[config.mk]
export PLATFORM = sky130hd
export DESIGN_NAME = uart_tx_arbiter
export DESIGN_NICKNAME = d
export VERILOG_FILES = /design/src/rtl/uart_tx_arbiter.sv
export SDC_FILE = /design/constraint.sdc
export NUM_CORES = 1
export LEC_CHECK = 0
export ABC_AREA = 1
export CAP_MARGIN = 10
export CORE_MARGIN = 3
export CORE_UTILIZATION = 48
export CTS_CLUSTER_DIAMETER = 120
export DETAILED_ROUTE_END_ITERATION = 7
export PLACE_DENSITY = 0.88
export SYNTH_ARGS = -nofsm -noshare
export SYNTH_HDL_FRONTEND = slang
export SYNTH_SLANG_ARGS = --single-unit
[constraint.sdc]
create_clock -name clk -period 5.7 [get_ports clk]
set_input_delay 1.14 -clock clk [delete_from_list [all_inputs] [get_ports clk]]
set_output_delay 1.14 -clock clk [all_outputs]
set_load 0.005 [all_outputs]
[src/rtl/uart_tx_arbiter.sv]
// uart_tx_arbiter: round-robin sharing of one uart_tx among NUM_REQ byte producers
module uart_tx_arbiter #(
  parameter int NUM_REQ = 4,
  parameter int BUSY_TIMEOUT = 15,
  localparam int GW = (NUM_REQ > 1) ? $clog2(NUM_REQ) : 1
) (
  input  logic                 clk,
  input  logic                 reset_n,
  input  logic [NUM_REQ-1:0]   req_valid,
  input  logic [8*NUM_REQ-1:0] req_data,
  input  logic [NUM_REQ-1:0]   req_lock,
  output logic [NUM_REQ-1:0]   req_ready,
  output logic [GW-1:0]        grant_id,
  output logic                 tx_start,
  output logic [7:0]           tx_data,
  input  logic                 tx_busy,
  output logic                 active,
  output logic                 timeout_err
);
  localparam int CW = $clog2(BUSY_TIMEOUT + 1);
  typedef enum logic [1:0] {IDLE, START, WAIT_BUSY, WAIT_DONE} state_t;
  state_t state, state_nx;
  logic locked, hit, accept, tout, release_lock;
  logic [GW-1:0] last_grant, win, idx;
  logic [CW-1:0] cnt;
  // winner search: lowest offset past last_grant wins; a held lock restricts eligibility to the owner
  always_comb begin
    win = '0;
    hit = 1'b0;
    idx = '0;
    for (int k = NUM_REQ; k >= 1; k--) begin
      idx = GW'((int'(last_grant) + k) % NUM_REQ);
      if (req_valid[idx]) begin
        win = idx;
        hit = 1'b1;
      end
    end
    if (locked) begin
      win = last_grant;
      hit = req_valid[last_grant];
    end
  end
  // next state, handshake and transmitter strobes
  always_comb begin
    accept = state == IDLE && hit;
    tout = state == WAIT_BUSY && !tx_busy && cnt == CW'(BUSY_TIMEOUT - 1);
    release_lock = state == IDLE && locked && !req_valid[last_grant] && !req_lock[last_grant];
    req_ready = accept ? NUM_REQ'(1) << win : '0;
    tx_start = state == START;
    active = state != IDLE;
    state_nx = (state == IDLE) ? (hit ? START : IDLE) :
               (state == START) ? WAIT_BUSY :
               (state == WAIT_BUSY) ? (tx_busy ? WAIT_DONE : (tout ? IDLE : WAIT_BUSY)) :
               (tx_busy ? WAIT_DONE : IDLE);
  end
  // state, captured byte, ownership and busy-wait counter
  always_ff @(posedge clk or negedge reset_n) begin
    if (!reset_n) begin
      state <= IDLE;
      tx_data <= '0;
      grant_id <= '0;
      last_grant <= GW'(NUM_REQ - 1);
      locked <= 1'b0;
      cnt <= '0;
      timeout_err <= 1'b0;
    end else begin
      state <= state_nx;
      timeout_err <= tout;
      cnt <= (state == WAIT_BUSY) ? cnt + 1'b1 : '0;
      if (accept) begin
        tx_data <= req_data[{win, 3'b000} +: 8];
        grant_id <= win;
        last_grant <= win;
        locked <= req_lock[win];
      end else if (tout || release_lock) begin
        locked <= 1'b0;
      end
    end
  end
endmodule

Word level (Yosys, flattened, before mapping):

Index checks and enable logic that the tools add are counted.

* add/sub/neg operators: 5
* order comparisons: 6
* eq/ne operators: 3
* shift-type cells: 2
* multiplexer cells: 35
* reductions and logical operators: 13

Operators by type and width (count)
* 32-bit by 6-bit indexed part select with 8-bit output: 1
* 2-bit two-way mux: 11
* 2-bit by 3-bit < comparator with 1-bit output (second input constant): 6
* 1-bit two-way mux: 15
* 1-bit binary-select mux with 2-bit select: 7
* 4-bit two-way mux: 2
* 1-bit logical AND: 6
* 2-bit by 1-bit adder with 2-bit output (second input constant): 2
* 2-bit adder (second input constant): 2
* 4-bit by 1-bit adder with 4-bit output (second input constant): 1
* 4-bit equality test (second input constant): 1
* 2-bit nonzero test: 2
* 1-bit by 2-bit << shifter with 4-bit output (first input constant): 1
* 1-bit zero test: 3
* 2-bit by 1-bit equality test with 1-bit output (second input constant): 1
* 2-bit equality test (second input constant): 1
* 2-bit zero test: 1
* 1-bit logical OR: 1

* register bits: 20
* input bits: 43
* output and inout bits: 17
* word-level logic and storage cells: 71

Depth between registers and ports, before layout:

Gate-level depths: netlist (run 1).

* depth in word-level cells: 11
* mapped depth: 17
* gate-level depth less buffers: 15

Worst setup path before layout (run 1):

OpenSTA, ideal clock, no wires.

* kind: input -> output
* start: input port req_valid[3]
* end: output port req_ready[1]
* data arrival time: 2.156 ns
* data required time: 4.560 ns
* path slack: 2.404 ns
* cell stages on the path: 12
* path buffers: 2
* cells stage by stage: inv_1 o21ai_2 nand2_1 nand2_1 inv_2 nand2_1 nand2_1 nand2_2 buf_6 buf_8 nand3_1 nor2_1

* word-level cells in the longest chain between the ends: 9
* elaborated cells on any way between the ends: 23
* classes of those cells: 1 x shift; 21 x mux; 1 x reduce/logical

Ends and longest elaborated chain
* start: declaration: RTL line 9 `input logic [NUM_REQ-1:0] req_valid,`
* 1-bit binary-select mux with 2-bit select: RTL line 33 `if (req_valid[idx]) begin`
* 1-bit two-way mux (implied by the code): RTL line 33
* 2-bit two-way mux / 1-bit two-way mux (equally long branches) (4 in a row): RTL line 33
* 2-bit two-way mux / 1-bit two-way mux (equally long branches): RTL line 38 `if (locked) begin`
* 1-bit by 2-bit << shifter with 4-bit output / 1-bit logical AND (equally long branches): RTL line 48, 45
* 4-bit two-way mux *: RTL line 48 `req_ready = accept ? NUM_REQ'(1) << win : '0;`
* end: declaration: RTL line 12 `output logic [NUM_REQ-1:0] req_ready,`

Every way passes the cells marked *; elsewhere a longest branch is shown, timed or not. The select of a mux whose other input is x is not followed.

Final worst setup path (run 1):

* start: input port req_valid[1]
* end: output port req_ready[0]

The elaborated chain is that of the path after synthesis.

==> PnR_summary.wiki, run 1 <==
{| class="wikitable"
! Metric !! Value
|-
| Run status || completed
|-
| Tot GR Track Use || 0.204
|-
| Final count of pins violating max slew || 0
|-
| Clock latency at the later pin of the worst-skew pair || 310 ps
|-
| Max cap viols || 0
|-
| Wire length per cell || 11.2 um
|-
| Mapped Cells || approximately 250
|-
| Global-route wire length before repair || ~6.7 mm
|-
| Number of resized instances in the post-cts repair step || 0
|-
| Power per cell area || between 500 and 600 nW/um2
|-
| Number of detailed-routing iterations run before antenna repair || 4
|-
| Final Hold Vio Count || 0
|-
| Max IR drop VDD || around 0.26 mV
|-
| Worst Hold Class || flop to flop
|-
| R2r worst-path depth || 15
|-
| Sum of routed wire length over all layers || 3.90 mm
|-
| Logic pwr share || 0.684
|-
| Signal arrival time at the worst endpoint || roughly 3600 ps
|-
| Highest achievable clock rate || approximately 210 MHz
|-
| Share of the cycle needed by the critical path after routing || 0.832
|-
| Via count of the first global-routing pass || 1597
|-
| Reg2reg end || tx_data[3]
|-
| Net switching fraction of the power || 0.496
|-
| M1 WL || 1.64 mm
|-
| Final #Nets || between 300 and 400
|-
| CP Launch Type || input port
|-
| Sequential power share || 0.221
|-
| Number of distinct library cells after synthesis || 27
|-
| Fraction of final layout cells with drive strength greater than 1 || 0.111
|-
| Worst Path Required || between 4000 and 5000 ps
|-
| DIE HEIGHT || between 60 and 70 um
|-
| Kind of end point of the critical path || output port
|-
| CTS HTree Levels || 1
|-
| Maximum buffer depth of the clock tree || 2
|-
| Post-route setup TNS || 0 ps
|-
| Row cnt || 20
|-
| Number of vias per cell after detailed routing || 4.85
|-
| Width of the die || about 64 um
|-
| Clock power share || 0.095
|-
| Buffer type at the clock tree root || sky130_fd_sc_hd__clkbuf_4
|-
| Flops & latches, synth || 20
|-
| HP Start || tx_data[1]
|-
| Synth warnings || 0
|-
| Synthesized area || 1640 um2
|-
| Routed length on met3 || ~270 um
|-
| Startpoint-to-endpoint class of the critical path || input port to output port
|-
| Die Footprint || approximately 4100 um2
|-
| Worst R2R Start || last_grant[0]
|-
| Worst rel slew slack || 0.450
|-
| Post-synth net total || around 300
|-
| Start point of the critical path || req_valid[1]
|-
| Total setup violations reported at the end of the flow || 0
|-
| Maximum number of pins on one net before global-route repair || 21
|-
| Routability congestion estimate || around 0.90
|-
| Total power of the final layout || ~1200 uW
|-
| Count of boundary I/O pins || 60
|-
| Clock buffers created by TritonCTS || 3
|-
| Register area share after synthesis || 0.307
|-
| Antenna violation net count after detailed routing || 0
|-
| Worst hold stages || 2
|-
| Average size of a mapped cell || 6.49 um2
|-
| Starting Density || 0.519
|-
| Number of vias after detailed routing || 1693
|-
| Standby leakage power || between 0.001 and 0.0015 uW
|-
| Number of hold buffers added after cts || 0
|-
| Clock Sink Count || 20
|-
| TritonCTS clock tree || built
|-
| Worst-margin pin slew || around 820 ps
|-
| Setup repair after global routing missed its margin || false
|-
| Share of the core filled with cells || 0.712
|-
| Antenna diodes || 0
|-
| Top layer in use || met4
|-
| Floorplan Core Area || between 3000 and 4000 um2
|-
| First DRT Iteration DRCs || 88
|-
| Final worst path period need || between 4000 and 5000 ps
|-
| Port Buf Inserts || slightly below 60
|-
| Register clock-pin slew on the reported worst setup and hold paths || about 100 ps
|-
| P&R area growth vs syn || 37.1%
|-
| Net switching power figure || between 500 and 600 uW
|-
| Antenna violations before repair || 0
|-
| Setup slack, reg-to-reg || about 3000 ps
|-
| Residual overflow from global routing || 0
|-
| Clk_skew || 11.5 ps
|-
| Post-CTS repair timing setup buffer count || 0
|-
| Drt drc || 0
|-
| Post-DP HPWL || between 3 and 4 mm
|-
| Endpoint, Worst Hold || tx_data[1]
|-
| Routed wl met2 || between 1.5 and 2 mm
|-
| Worst-path maximum fanout || 20
|-
| Cell-internal power || ~610 uW
|}
power by group through the flow:
stage                     sequential [uW]  clock, uW  combinational, uW
after global routing                  274        124                940
after CTS                             265        115                827
after detailed placement              267          0                823
after global placement                267          0                814
final                                 266        114                824
after floorplan                       244          0                670
layout by cell type, fill, tap and decap left out, drive strengths merged:
| cell type | instances |
|---|---|
| bufinv | 1 |
| dfstp | 2 |
| xor2 | 1 |
| nor3 | 1 |
| or3 | 1 |
| clkbuf | 3 |
| xnor2 | 1 |
| buf | 1 |
| o22ai | 1 |
| ha | 2 |
| o31ai | 1 |
| nor2 | 13 |
| clkdlybuf4s50 | 59 |
| mux2i | 1 |
| nand3 | 45 |
| a21oi | 4 |
| o21ai | 7 |
| dfrtp | 18 |
| nand2 | 93 |
| inv | 50 |
registers in the layout (all words and copies together), names as in the netlist:
signal       cells
tx_data          8
cnt              4
grant_id         2
last_grant       2
state            2
locked           1
timeout_err      1
how the worst max path moves through the flow:
stage	end	slack (ps)	cells after the start
global route	req_ready[1]	750	10
floorplan	req_ready[1]	2400	12
finish	req_ready[0]	960	14
detailed placement	req_ready[0]	970	14
global placement	req_ready[0]	1000	14
CTS	req_ready[0]	970	14
layer usage:
metal,global-route usage,vias to the layer above
li1,-,869
met1,0.250,743
met2,0.340,70
met3,0.0475,11
met4,0.0871,0
met5,0,-
layout make-up:
cell class                      count  area (um2)
Fill cell                         288         910
Multi-Input combinational cell    171         842
Timing Repair Buffer               60         598
Sequential cell                    20         503
Inverter                           50         193
Tap cell                           44        55.1
Clock inverter                      1        30.0
Clock buffer                        3        22.5
through the flow:
stage	cell area, um2	instances	hold slack (ps)	setup WS, ps
6_report	2240	349	491	955
2_1_floorplan	1640	252	453	2400
3_3_place_gp	2190	345	469	997
4_1_cts	2240	349	495	967
5_1_grt	2240	349	521	748
3_5_place_dp	2190	345	470	972
worst max-delay path: stages:
cell and delay (ps):
sky130_fd_sc_hd__clkdlybuf4s50_1 530, sky130_fd_sc_hd__inv_1 50, sky130_fd_sc_hd__nand2_1 80, sky130_fd_sc_hd__nand3_2 90, sky130_fd_sc_hd__nand2_2 90, sky130_fd_sc_hd__inv_2 40, sky130_fd_sc_hd__nand2_2 60, sky130_fd_sc_hd__nand2_1 50
sky130_fd_sc_hd__nand2_1 60, sky130_fd_sc_hd__nand2_2 260, sky130_fd_sc_hd__nand2_1 390, sky130_fd_sc_hd__nand2_1 140, sky130_fd_sc_hd__nor2_1 130, sky130_fd_sc_hd__clkdlybuf4s50_1 510
logic make-up (layout without fill, tap and decap cells):
kind of cell	Yosys count	in the layout	share of synthesized area
AO/OA/AOI/OAI	13	13	0.0489
XOR/XNOR	2	2	0.0107
adder cells (fa/ha/maj)	2	2	0.0153
buffers and inverters	61	114	0.178
flip-flops	20	20	0.307
multiplexers	1	1	0.00612
AND/OR/NAND/NOR	153	153	0.433
Yosys cell counts, drive strengths merged:
cell type,instances,area share
dfrtp,18,0.28
inv,50,0.12
xnor2,1,0.0054
xor2,1,0.0054
a21oi,4,0.015
o21ai,7,0.026
o22ai,1,0.0038
buf,11,0.060
mux2i,1,0.0061
ha,2,0.015
dfstp,2,0.032
nor2,13,0.030
nand3,45,0.17
or3,1,0.0038
nor3,1,0.0031
nand2,93,0.23
o31ai,1,0.0046
(Power assumes the default switching activity.)
==> run 2: changes to the inputs <==
- CORE_UTILIZATION: 48 -> 40
- PLACE_DENSITY: 0.88 -> 0.79
- clock period: 5.7 -> 4.2 ns (I/O delays scaled with it)
==> run 2 against run 1 <==
Against the previous run:
- clock skew fell by 10 ps
- sequential cell count unchanged
- non-clock buffer count is 3 higher
- wire length up 2.4%
- highest routed layer unchanged
- utilization fell by 11 points
- largest power group unchanged
- critical path type unchanged
- die area is 18% higher
==> PnR_summary.wiki, run 2 (same netlist as run 1, synthesis figures left out) <==
{| class="wikitable"
! Metric !! Value
|-
| Run status || completed
|-
| Kind of end point of the critical path || output port
|-
| Via count of the first global-routing pass || 1617
|-
| Biggest regs || tx_data x8, cnt x4
|-
| Placed cell areas || 2220 um2
|-
| Residual overflow from global routing || 0
|-
| Startpoint-to-endpoint class of the critical path || input port to output port
|-
| Final count of pins violating max slew || 0
|-
| Clock buffers created by TritonCTS || 3
|-
| Port Buf Inserts || 59
|-
| Total setup violations reported at the end of the flow || 0
|-
| Highest achievable clock rate || around 260 MHz
|-
| Width of the die || approximately 70 um
|-
| Signal arrival time at the worst endpoint || about 3000 ps
|-
| Commonest cells after routing, fill and taps aside || sky130_fd_sc_hd__nand2_1 (83), sky130_fd_sc_hd__clkdlybuf4s50_1 (59), sky130_fd_sc_hd__inv_1 (45), sky130_fd_sc_hd__nand3_1 (36), sky130_fd_sc_hd__dfrtp_1 (18)
|-
| Final worst path period need || approximately 3800 ps
|-
| CTS HTree Levels || 1
|-
| Number of resized instances in the post-cts repair step || 0
|-
| Number of vias after detailed routing || between 1500 and 2000
|-
| Max cap viols || 0
|-
| Crit path buffers/inverters || 4
|-
| Floorplan Core Area || 3800 um2
|-
| Post-DP HPWL || between 3 and 4 mm
|-
| Antenna violations before repair || 0
|-
| Row cnt || 22
|-
| Cells traversed along the worst timing path || clkdlybuf4s50_1 -> inv_1 -> nand2_1 -> nand3_2 -> nand2_2 -> nor2_1 -> o21ai_0 -> nand2_1 -> o21ai_2 -> inv_2 -> nor2_1 -> clkdlybuf4s50_1
|-
| Share of the core filled with cells || 0.603
|-
| Number of detailed-routing iterations run before antenna repair || 4
|-
| Clock Sink Count || 20
|-
| P&R area growth vs syn || 39.9%
|-
| Max IR drop VDD || ~0.33 mV
|-
| Global-route wire length before repair || 6.69 mm
|-
| Standby leakage power || roughly 0.0012 uW
|-
| DIE HEIGHT || approximately 70 um
|-
| Number of hold buffers added after cts || 0
|-
| Library cell contributing the largest single delay on the critical path || sky130_fd_sc_hd__clkdlybuf4s50_1
|-
| Kind of cell with the highest combined delay on the critical path || buffers and inverters
|-
| Buffer type at the clock tree root || sky130_fd_sc_hd__clkbuf_8
|-
| Wire length per cell || about 11 um
|-
| Fraction of final layout cells with drive strength greater than 1 || 0.120
|-
| Count of boundary I/O pins || 60
|-
| Final hold slack || 483 ps
|-
| Cell-internal power || 879 uW
|-
| Routability congestion estimate || slightly below 0.9
|-
| Maximum buffer depth of the clock tree || 2
|-
| Worst rel slew slack || 0.427
|-
| CP Launch Type || input port
|-
| Setup repair after global routing missed its margin || false
|-
| Power per cell area || approximately 740 nW/um2
|-
| Antenna violation net count after detailed routing || 0
|-
| Clk_skew || about 1.3 ps
|-
| Net switching fraction of the power || 0.484
|-
| Number of vias per cell after detailed routing || 4.69
|-
| Antenna diodes || 0
|-
| Post-CTS repair timing setup buffer count || 0
|-
| Non-Filler Instances || 356
|-
| Net switching power figure || 825 uW
|-
| Non-Filler Cell Area, Final || between 2000 and 2500 um2
|-
| Most common cell after layout, fill and taps aside || sky130_fd_sc_hd__nand2_1
|-
| Worst Path Required || 3360 ps
|-
| Die Footprint || just under 5000 um2
|-
| Worst-path maximum fanout || 13
|-
| Logic pwr share || 0.678
|-
| Number of flip-flops under the largest register name || 8
|-
| Register clock-pin slew on the reported worst setup and hold paths || 70 ps
|-
| Post-route setup TNS || 0 ps
|-
| Worst Hold Class || flop to flop
|-
| Maximum cell stage delay along the critical path || about 530 ps
|-
| Clock power share || 0.111
|-
| First DRT Iteration DRCs || 35
|-
| Final #Nets || 354
|-
| Sequential power share || 0.211
|-
| Drt drc || 0
|-
| Worst-margin pin slew || ~860 ps
|-
| TritonCTS clock tree || built
|-
| Largest Register || tx_data
|-
| Tot GR Track Use || 0.162
|-
| Sum of routed wire length over all layers || ~4.0 mm
|-
| Maximum number of pins on one net before global-route repair || 21
|-
| Starting Density || 0.431
|-
| Clock latency at the later pin of the worst-skew pair || 250 ps
|-
| Share of the cycle needed by the critical path after routing || 0.908
|-
| Placed Cells incl. Taps || approximately 350
|-
| Final Hold Vio Count || 0
|}
-- run 2: cell count changes in the layout (fill, tap and decap cells not counted) --
cell / change
sky130_fd_sc_hd__buf_4: +3
sky130_fd_sc_hd__clkbuf_4: -3
sky130_fd_sc_hd__clkbuf_8: +3
-- run 2: cell type report --
type,instances,area (um2)
Sequential cell,20,503
Timing Repair Buffer,63,621
Clock inverter,1,30.0
Fill cell,386,1510
Multi-Input combinational cell,171,842
Tap cell,48,60.1
Clock buffer,3,41.3
Inverter,50,193
-- run 2: per-stage QoR --
step,setup WS [ps],total power [uW]
2_1_floorplan,1500,1240
3_3_place_gp,449,1500
3_5_place_dp,380,1520
4_1_cts,370,1720
5_1_grt,154,1890
6_report,387,1700
-- run 2: worst register-to-register path, stage by stage, from the launching register on --
cell	delay, ps
sky130_fd_sc_hd__dfstp_2	690
sky130_fd_sc_hd__inv_6	100
sky130_fd_sc_hd__nand2_4	70
sky130_fd_sc_hd__nand2_2	60
sky130_fd_sc_hd__nand2_1	90
sky130_fd_sc_hd__nand2_1	50
sky130_fd_sc_hd__a21oi_1	110
sky130_fd_sc_hd__nand2_1	80
sky130_fd_sc_hd__o21ai_2	230
sky130_fd_sc_hd__inv_2	190
sky130_fd_sc_hd__nand3_1	170
sky130_fd_sc_hd__nand2_1	70
sky130_fd_sc_hd__nand2_1	70
sky130_fd_sc_hd__nand2_1	50
-- run 2: worst paths after layout --
| path | startpoint | to | slack [ps] | depth (start not counted) |
|---|---|---|---|---|
| max reg2reg | last_grant[0] | tx_data[0] | 2080 | 13 |
| max | req_valid[1] | req_ready[2] | 390 | 12 |
| max in group asynchronous | reset_n | timeout_err | 2600 | 1 |
| min | cnt[0] | cnt[0] | 480 | 1 |
| min reg2reg | cnt[0] | cnt[0] | 480 | 1 |
| min in group asynchronous | reset_n | tx_data[2] | 1070 | 1 |
-- run 2: metal layers --
layer  GRT usage  routed length (um)  up-vias
met3      0.0489                 283        8
li1            -                   -      874
met2       0.270                1890       52
met4      0.0383                  67        0
met5           0                   0        -
met1       0.204                1750      734
-- run 2: power groups by stage --
| stage | Clock [uW] | Combinational [uW] | Sequential (uW) |
|---|---|---|---|
| 2_1_floorplan | 0 | 910 | 331 |
| 3_3_place_gp | 0 | 1140 | 361 |
| 3_5_place_dp | 0 | 1160 | 363 |
| 4_1_cts | 193 | 1170 | 361 |
| 5_1_grt | 199 | 1320 | 371 |
| 6_report | 189 | 1160 | 360 |
